`config.mk`:
```
export PLATFORM = sky130hd
export DESIGN_NAME = ram_stream_reader
export DESIGN_NICKNAME = d
export VERILOG_FILES = /design/src/rtl/ram_stream_reader.sv
export SDC_FILE = /design/constraint.sdc
export NUM_CORES = 1
export LEC_CHECK = 0
export CORE_UTILIZATION = 26
export CTS_CLUSTER_DIAMETER = 30
export DETAILED_ROUTE_END_ITERATION = 10
export PLACE_DENSITY = 0.52
export SLEW_MARGIN = 10
export SYNTH_ARGS = -nofsm -noshare
export SYNTH_HDL_FRONTEND = slang
export SYNTH_SLANG_ARGS = --single-unit
export TNS_END_PERCENT = 100
```
`constraint.sdc`:
```
create_clock -name clk -period 4.26 [get_ports clk]
set_input_delay 0.852 -clock clk [delete_from_list [all_inputs] [get_ports clk]]
set_output_delay 0.852 -clock clk [all_outputs]
set_load 0.005 [all_outputs]
```
`src/rtl/ram_stream_reader.sv`:
```
// ram_stream_reader
//   Reader front-end for a block-RAM read port. A start command captures a
//   base address and a word count. The block then walks that address window,
//   wrapping modulo 2**ADDR_WIDTH, and absorbs the RAM's 1-cycle registered
//   read latency. It streams the words out on a valid/ready interface with
//   full backpressure.
//
// Build option:
//   STREAM_LAST_EN  adds output m_last, which marks the final word of a burst.
//
// Ports:
//   clk        rising-edge clock
//   rst_n      asynchronous active-low reset
//   start      1-cycle command pulse, only sampled while idle
//   base_addr  first address read, captured on start
//   length     word count 0..2**ADDR_WIDTH, captured on start
//   rdaddress  RAM read address
//   ram_q      RAM read data, valid 1 cycle after rdaddress is issued
//   m_data     stream data
//   m_valid    stream valid
//   m_ready    stream ready from the consumer
//   m_last     (STREAM_LAST_EN only) final word of the burst, qualified by m_valid
//   busy       high from the cycle after an accepted start until done
//   done       1-cycle pulse in the cycle after the last word is accepted
module ram_stream_reader #(
  parameter int unsigned DATA_WIDTH = 8,
  parameter int unsigned ADDR_WIDTH = 8
) (
  input  logic                  clk,
  input  logic                  rst_n,
  input  logic                  start,
  input  logic [ADDR_WIDTH-1:0] base_addr,
  input  logic [ADDR_WIDTH:0]   length,
  output logic [ADDR_WIDTH-1:0] rdaddress,
  input  logic [DATA_WIDTH-1:0] ram_q,
  output logic [DATA_WIDTH-1:0] m_data,
  output logic                  m_valid,
  input  logic                  m_ready,
`ifdef STREAM_LAST_EN
  output logic                  m_last,
`endif
  output logic                  busy,
  output logic                  done
);

  localparam logic [ADDR_WIDTH:0] OneCnt = 1;

  typedef enum logic [1:0] {StIdle, StRead, StDrain} state_e;

  state_e                  state_q, state_d;
  logic [ADDR_WIDTH-1:0]   addr_q, addr_d;
  logic [ADDR_WIDTH:0]     issue_rem_q, issue_rem_d;
  logic [ADDR_WIDTH:0]     xfer_rem_q, xfer_rem_d;
  logic [ADDR_WIDTH-1:0]   rdaddress_q, rdaddress_d;
  logic                    inflight_q, inflight_d;
  logic [DATA_WIDTH-1:0]   buf_data_q [2];
  logic [DATA_WIDTH-1:0]   buf_data_d [2];
  logic                    wr_ptr_q, wr_ptr_d;
  logic                    rd_ptr_q, rd_ptr_d;
  logic [1:0]              count_q, count_d;
  logic                    busy_q, busy_d;
  logic                    done_q, done_d;
`ifdef STREAM_LAST_EN
  logic                    inflight_last_q, inflight_last_d;
  logic                    buf_last_q [2];
  logic                    buf_last_d [2];
`endif

  logic buf_empty, room, issue, xfer, bypass, push, pop;

  // Datapath decode. When the buffer is empty, the in-flight word is
  // forwarded straight from ram_q. This meets the start+2 first-word latency.
  // A stalled bypass word is pushed into the buffer in the same cycle, so
  // m_data does not change while the consumer stalls.
  always_comb begin
    buf_empty = (count_q == 2'd0);
    // Occupancy plus in-flight must stay below 2, so a word always has a slot.
    room      = (count_q == 2'd0) || ((count_q == 2'd1) && !inflight_q);
    issue     = (state_q == StRead) && (issue_rem_q != '0) && room;
    m_valid   = !buf_empty || inflight_q;
    m_data    = !buf_empty ? buf_data_q[rd_ptr_q] : (inflight_q ? ram_q : '0);
`ifdef STREAM_LAST_EN
    m_last    = !buf_empty ? buf_last_q[rd_ptr_q] : (inflight_q && inflight_last_q);
`endif
    xfer      = m_valid && m_ready;
    bypass    = buf_empty && inflight_q && m_ready;
    push      = inflight_q && !bypass;
    pop       = !buf_empty && m_ready;
    // Hold the last issued address when no read is issued.
    rdaddress = issue ? addr_q : rdaddress_q;
  end

  // Next-state logic for the control FSM and the counters.
  always_comb begin
    state_d     = state_q;
    addr_d      = addr_q;
    issue_rem_d = issue_rem_q;
    xfer_rem_d  = xfer_rem_q;
    rdaddress_d = rdaddress;
    inflight_d  = issue;
    done_d      = 1'b0;
`ifdef STREAM_LAST_EN
    inflight_last_d = issue ? (issue_rem_q == OneCnt) : 1'b0;
`endif

    unique case (state_q)
      StIdle: begin
        if (start) begin
          if (length == '0) begin
            done_d = 1'b1;
          end else begin
            state_d     = StRead;
            addr_d      = base_addr;
            issue_rem_d = length;
            xfer_rem_d  = length;
          end
        end
      end
      StRead: begin
        if (issue) begin
          addr_d      = addr_q + 1'b1;
          issue_rem_d = issue_rem_q - OneCnt;
          if (issue_rem_q == OneCnt) state_d = StDrain;
        end
      end
      StDrain: ;
      default: state_d = StIdle;
    endcase

    if ((state_q != StIdle) && xfer) begin
      xfer_rem_d = xfer_rem_q - OneCnt;
      if (xfer_rem_q == OneCnt) begin
        state_d = StIdle;
        done_d  = 1'b1;
      end
    end

    busy_d = (state_d != StIdle);
  end

  // Output buffer: a 2-entry FIFO with independent push and pop.
  always_comb begin
    buf_data_d = buf_data_q;
    wr_ptr_d   = wr_ptr_q;
    rd_ptr_d   = rd_ptr_q;
    count_d    = count_q;
`ifdef STREAM_LAST_EN
    buf_last_d = buf_last_q;
`endif
    if (push) begin
      buf_data_d[wr_ptr_q] = ram_q;
`ifdef STREAM_LAST_EN
      buf_last_d[wr_ptr_q] = inflight_last_q;
`endif
      wr_ptr_d = ~wr_ptr_q;
    end
    if (pop) rd_ptr_d = ~rd_ptr_q;
    unique case ({push, pop})
      2'b10:   count_d = count_q + 2'd1;
      2'b01:   count_d = count_q - 2'd1;
      default: count_d = count_q;
    endcase
  end

  always_ff @(posedge clk or negedge rst_n) begin
    if (!rst_n) begin
      state_q       <= StIdle;
      addr_q        <= '0;
      issue_rem_q   <= '0;
      xfer_rem_q    <= '0;
      rdaddress_q   <= '0;
      inflight_q    <= 1'b0;
      buf_data_q[0] <= '0;
      buf_data_q[1] <= '0;
      wr_ptr_q      <= 1'b0;
      rd_ptr_q      <= 1'b0;
      count_q       <= 2'd0;
      busy_q        <= 1'b0;
      done_q        <= 1'b0;
`ifdef STREAM_LAST_EN
      inflight_last_q <= 1'b0;
      buf_last_q[0]   <= 1'b0;
      buf_last_q[1]   <= 1'b0;
`endif
    end else begin
      state_q     <= state_d;
      addr_q      <= addr_d;
      issue_rem_q <= issue_rem_d;
      xfer_rem_q  <= xfer_rem_d;
      rdaddress_q <= rdaddress_d;
      inflight_q  <= inflight_d;
      buf_data_q  <= buf_data_d;
      wr_ptr_q    <= wr_ptr_d;
      rd_ptr_q    <= rd_ptr_d;
      count_q     <= count_d;
      busy_q      <= busy_d;
      done_q      <= done_d;
`ifdef STREAM_LAST_EN
      inflight_last_q <= inflight_last_d;
      buf_last_q      <= buf_last_d;
`endif
    end
  end

  assign busy = busy_q;
  assign done = done_q;

endmodule

```
### Word-level counts from Yosys, hierarchy flattened

Index checks and enable logic that the tools add are counted.
Widths: inputs -> output; s select.

| word-level totals | value |
|---|---|
| output and inout port bits | 19 |
| register bits after elaboration | 59 |
| word-level logic and storage cells | 95 |

| cells by class | value |
|---|---|
| mux-type cells | 32 |
| reduce and logical (&&, ||, !) cells | 27 |
| magnitude comparators | 3 |
| bitwise gates (word level) | 4 |
| add/sub/neg operators | 5 |
| equal/unequal tests | 11 |

Operators by type and width:

| kind | number |
|---|---|
| $mux 8 | 10 |
| $mux 9 | 5 |
| $eq 9x1->1 const B | 2 |
| $pmux 9 s2 | 1 |
| $sub 9x1->9 const B | 2 |
| $bwmux 16 | 1 |
| $pmux 8 s2 | 1 |
| $mux 2 | 6 |
| $reduce_bool 2->1 | 6 |
| $logic_and 1x1->1 | 10 |
| $logic_not 9->1 | 1 |
| $reduce_bool 9->1 | 1 |
| $add 8x1->8 const B | 1 |
| $demux 8 s1 | 1 |
| $eq 2x1->1 const B | 3 |
| $ne 2x2->1 const B | 3 |
| $pmux 2 s3 | 1 |
| $mux 1 | 5 |
| $eq 2x2->1 const B | 2 |
| $ge 2x2->1 const B | 2 |
| $logic_not 2->1 | 2 |
| $not 1->2 | 2 |
| $pmux 2 s2 | 1 |
| $reduce_and 4->1 | 1 |
| 8 further kinds | 12 |

### Logic depth before layout (Yosys ltp)

| logic depth | value |
|---|---|
| word-level depth | 9 |
| depth in mapped cells | 7 |
| depth with buffers taken out | 7 |

### Worst setup path after synthesis

OpenSTA, ideal clock, no wires.

| path | value |
|---|---|
| kind | reg2out |
| from | register issue_rem_q[4] |
| to | output port rdaddress[0] |
| setup slack | 1.756 ns |
| data required time | 3.408 ns |
| data arrival time | 1.652 ns |
| cell stages (with the launch flop) | 5 |
| buffers on the path | 0 |
| cell sequence | dfrtp_1 nor4_4 nand4b_2 nand2_4 mux2_2 |

| on the way | value |
|---|---|
| longest elaborated chain between the ends | 4 |

RTL lines:

| item | line | RTL |
|---|---|---|
| start, declared | 52 | `logic [ADDR_WIDTH:0] issue_rem_q, issue_rem_d;` |
| start signal, assigned | 188 | `issue_rem_q <= issue_rem_d;` |
| $reduce_bool 9->1 | 79 | `issue = (state_q == StRead) && (issue_rem_q != '0) && room;` |
| $logic_and 1x1->1 (2 in a row) | 79 |  |
| $mux 8 | 90 | `rdaddress = issue ? addr_q : rdaddress_q;` |
| end, declared | 34 | `output logic [ADDR_WIDTH-1:0] rdaddress,` |

No other way between the ends.

### Final worst setup path

| path | value |
|---|---|
| from | register count_q[0] |
| to | output port rdaddress[7] |

| on the way | value |
|---|---|
| longest elaborated chain between the ends | 5 |

RTL lines:

| item | line | RTL |
|---|---|---|
| start, declared | 60 | `logic [1:0] count_q, count_d;` |
| start signal, assigned | 195 | `count_q <= count_d;` |
| $eq 2x1->1 | 78 | `room = (count_q == 2'd0) \|\| ((count_q == 2'd1) && !inflight_q);` |
| $logic_and 1x1->1 | 78 |  |
| $logic_or 1x1->1 (*) | 78 |  |
| $logic_and 1x1->1 (*) | 79 |  |
| $mux 8 (*) | 90 |  |

Every way passes the cells marked *; elsewhere a longest branch is shown, timed or not.

==> results by group <==
Outcome
  • Status: completed

Clocking
  • Worst-Skew Late Latency: 330 ps
  • H-tree lvl count: 3
  • Worst-path clk slew: 50 ps
  • CTS Hold Bufs: 0
  • CTS tree: yes
  • CTS root buf: clkbuf_16
  • CTS resizes: 0
  • Num CTS Buffers: 9
  • Max clock buf depth: 2
  • Clock sink count: 59
  • Post-CTS Setup Bufs: 0

Worst setup path
  • R2R Setup Slk: 1980 ps
  • Setup crit end kind: primary output
  • Crit path max fanout: 14
  • Crit start category: flip-flop
  • CP arrival: 2760 ps
  • Setup Crit Path Kind: flip-flop to primary output
  • CP Data Required Time: 3410 ps

Cells and area
  • Most frequent cells in the layout: 59 x dfrtp_1, 46 x clkdlybuf4s50_1, 28 x nand2_1, 25 x mux2_2, 19 x o21ai_0
  • Post-route insts no fill: 537
  • Diode count: 0
  • Layout Nets: 402
  • FILL cells: 1238
  • Layout cells sized above 1: 0.157
  • Synthesis-to-layout area growth: 28.1%
  • Most common cell after layout, fill and taps aside: dfrtp_1
  • Final instance area: 4220 um^2

Pwr
  • Cell Pwr Density: 770 nW/um^2
  • Worst vdd ir: 234 uV
  • Leak: 1.66 nW

Floorplanning
  • IO Count: 48
  • Num rows: 40
  • Die height: 115 um
  • Core Box Area: 12200 um^2
  • Initial Utilization: 0.271
  • Die Area: 13100 um^2
  • Die X: 115 um

Synth
  • Number of synthesized register bits: 59
  • Sequential element share of the synthesized area: 0.448
  • Largest family of logic cells by synthesized area: compound AO/OA/AOI/OAI gates
  • Post-synth top flop: dfrtp_1
  • Syn nets: 355
  • Netlist cell types: 57
  • Ys async rst share: 1.00
  • Synth Area in XOR/XNOR: 0.0106
  • Mapped cell area: 3290 um^2
  • Syn Inst Count: 317
  • Synth Area in Compound Gates: 0.185
  • Mean Syn Cell Area: 10.4 um^2
  • EDFF count, synth: 0
  • Post-synthesis simple-gate area fraction: 0.174
  • Synthesized-area fraction occupied by adder cells: 0.0342
  • Ys Warns: 0
  • Post-synthesis mux area share: 0.116

Placement
  • Cell area after placement: 3920 um^2
  • DP HPWL: 5760 um
  • Placer Congestion: 0.822
  • Dpl cells: 521
  • Port bufs: 47

GRT
  • Largest net degree at the start of global routing: 37
  • GRT Residual Overflow: 0
  • GRT busiest layer: met2
  • Met1 Use GR: 0.173
  • Initial antenna violation count: 0
  • Vias in the first global route: 2540
  • M3 GR Usage: 0.0429
  • All-Layer GR Usage: 0.135
  • GR Layer Usage met2: 0.217
  • First-pass GRT wire length: 13400 um

Detailed routing
  • Via count: 2643
  • Starting DRT DRC Count: 145
  • Drt first pass iters: 4
  • DRC: 0
  • DR WL/cell: 15.3 um
  • Via density: 4.92
  • Detail Route Antenna Nets: 0
  • WL final: 8240 um

STA
  • Slew margin rel.: 0.380
  • Setup TNS: 0 ps
  • Clock Skew: 5.24 ps
  • Hold_ws: 490 ps
  • Final hold vios: 0
  • Fmax: 0.277 GHz
  • Endpoints failing setup: 0
  • RSZ-0062 raised after global routing: no
  • Slew @ Worst Pin: 931 ps
  • Period utilisation layout: 0.848
  • Fin. max-slew vios: 0
  • Fin crit period: 3610 ps

Flow run
  • Maxcap violations: 0

Min path
  • Type of the tightest min-delay check: flip-flop to flip-flop
[cell families after synthesis]
| kind of cell | Yosys count |
|---|---|
| AOI/OAI and AO/OA | 84 |
| muxes | 35 |
| xor gates and xnor gates | 4 |
| and+or+nand+nor | 104 |
| DFF | 59 |
| buffers and inverters | 22 |
| adders and majority gates | 9 |
[registers in the layout, summed over array words and instances, names as in the netlist]
| signal | flops |
|---|---|
| addr_q | 8 |
| buf_data_q | 16 |
| busy | 1 |
| count_q | 2 |
| done | 1 |
| inflight_q | 1 |
| issue_rem_q | 9 |
| rd_ptr_q | 1 |
| rdaddress_q | 8 |
| state_q | 2 |
| wr_ptr_q | 1 |
| xfer_rem_q | 9 |
[routing by layer]
metal	wire, um	share of wire	vias up
li1	-	-	1291
met1	3890	0.47	1286
met2	3900	0.47	55
met3	345	0.042	11
met4	96	0.012	0
met5	0	0	-
[area by class of cell]
cell class	count	area [um^2]	share of cell area
inverter	8	30.0	0.00712
clock buffer	10	239	0.0567
clock inverter	6	63.8	0.0151
timing repair buffer	50	488	0.116
tap	168	210	0.0498
multi-input combinational	236	1710	0.406
sequential	59	1480	0.350
[cell usage after synthesis, types with 2 or more instances]
master / instances / area (um^2)
a21oi_1: 15 / 75.1
a221o_1: 2 / 20.0
a221oi_1: 7 / 61.3
a311oi_1: 3 / 26.3
a31o_2: 2 / 17.5
a31oi_1: 2 / 12.5
buf_2: 3 / 15.0
buf_6: 2 / 22.5
clkbuf_1: 8 / 30.0
dfrtp_1: 59 / 1480
ha_1: 9 / 113
inv_1: 8 / 30.0
mux2_2: 25 / 282
mux2i_1: 10 / 100
nand2_1: 28 / 105
nand2b_1: 5 / 31.3
nand3_1: 17 / 85.1
nand3b_1: 2 / 15.0
nand4_1: 3 / 18.8
nor2_1: 15 / 56.3
nor2b_1: 3 / 18.8
nor3_1: 10 / 50.1
nor3b_1: 3 / 22.5
nor4_4: 2 / 42.5
o211ai_1: 9 / 67.6
o21ai_0: 19 / 95.1
o21bai_1: 2 / 15.0
o221ai_1: 5 / 43.8
o22ai_1: 4 / 25.0
or3_1: 5 / 31.3
or4_1: 2 / 15.0
xnor2_1: 3 / 26.3
[report_power, final]
part / total [mW] / internal (mW) / switching [mW]
registers: 1.05 / 0.818 / 0.236
clock network: 0.734 / 0.468 / 0.266
logic: 1.46 / 0.765 / 0.696
total: 3.25 / 2.05 / 1.20
[worst paths after layout]
kind	startpoint	to	depth (start not counted)
setup / recovery	count_q[0]$_DFFE_PN0P_	rdaddress[7]	6
hold / removal	rdaddress_q[1]$_DFF_PN0_	rdaddress_q[1]$_DFF_PN0_	1
setup reg to reg	count_q[0]$_DFFE_PN0P_	busy$_DFF_PN0_	6
hold reg to reg	rdaddress_q[1]$_DFF_PN0_	rdaddress_q[1]$_DFF_PN0_	1
max in group asynchronous	rst_n	issue_rem_q[4]$_DFFE_PN0P_	2
min in group asynchronous	rst_n	buf_data_q[10]$_DFFE_PN0P_	1
[worst max-delay path, stage by stage (launching register included)]
cell and delay [ps]:
dfrtp_1 400, inv_1 70, ha_1 460, o21a_1 490, nand2_4 200, mux2_2 290
clkdlybuf4s50_1 520
[stage by stage]
stage	power (mW)	setup WS [ps]	utilization
3_3_place_gp	2.51	1010	0.322
5_1_grt	3.50	453	0.347
2_1_floorplan	2.00	1760	-
6_report	3.25	647	0.347
3_5_place_dp	2.54	972	0.322
4_1_cts	3.30	610	0.347
No activity file was read; power rests on OpenSTA's default activity.
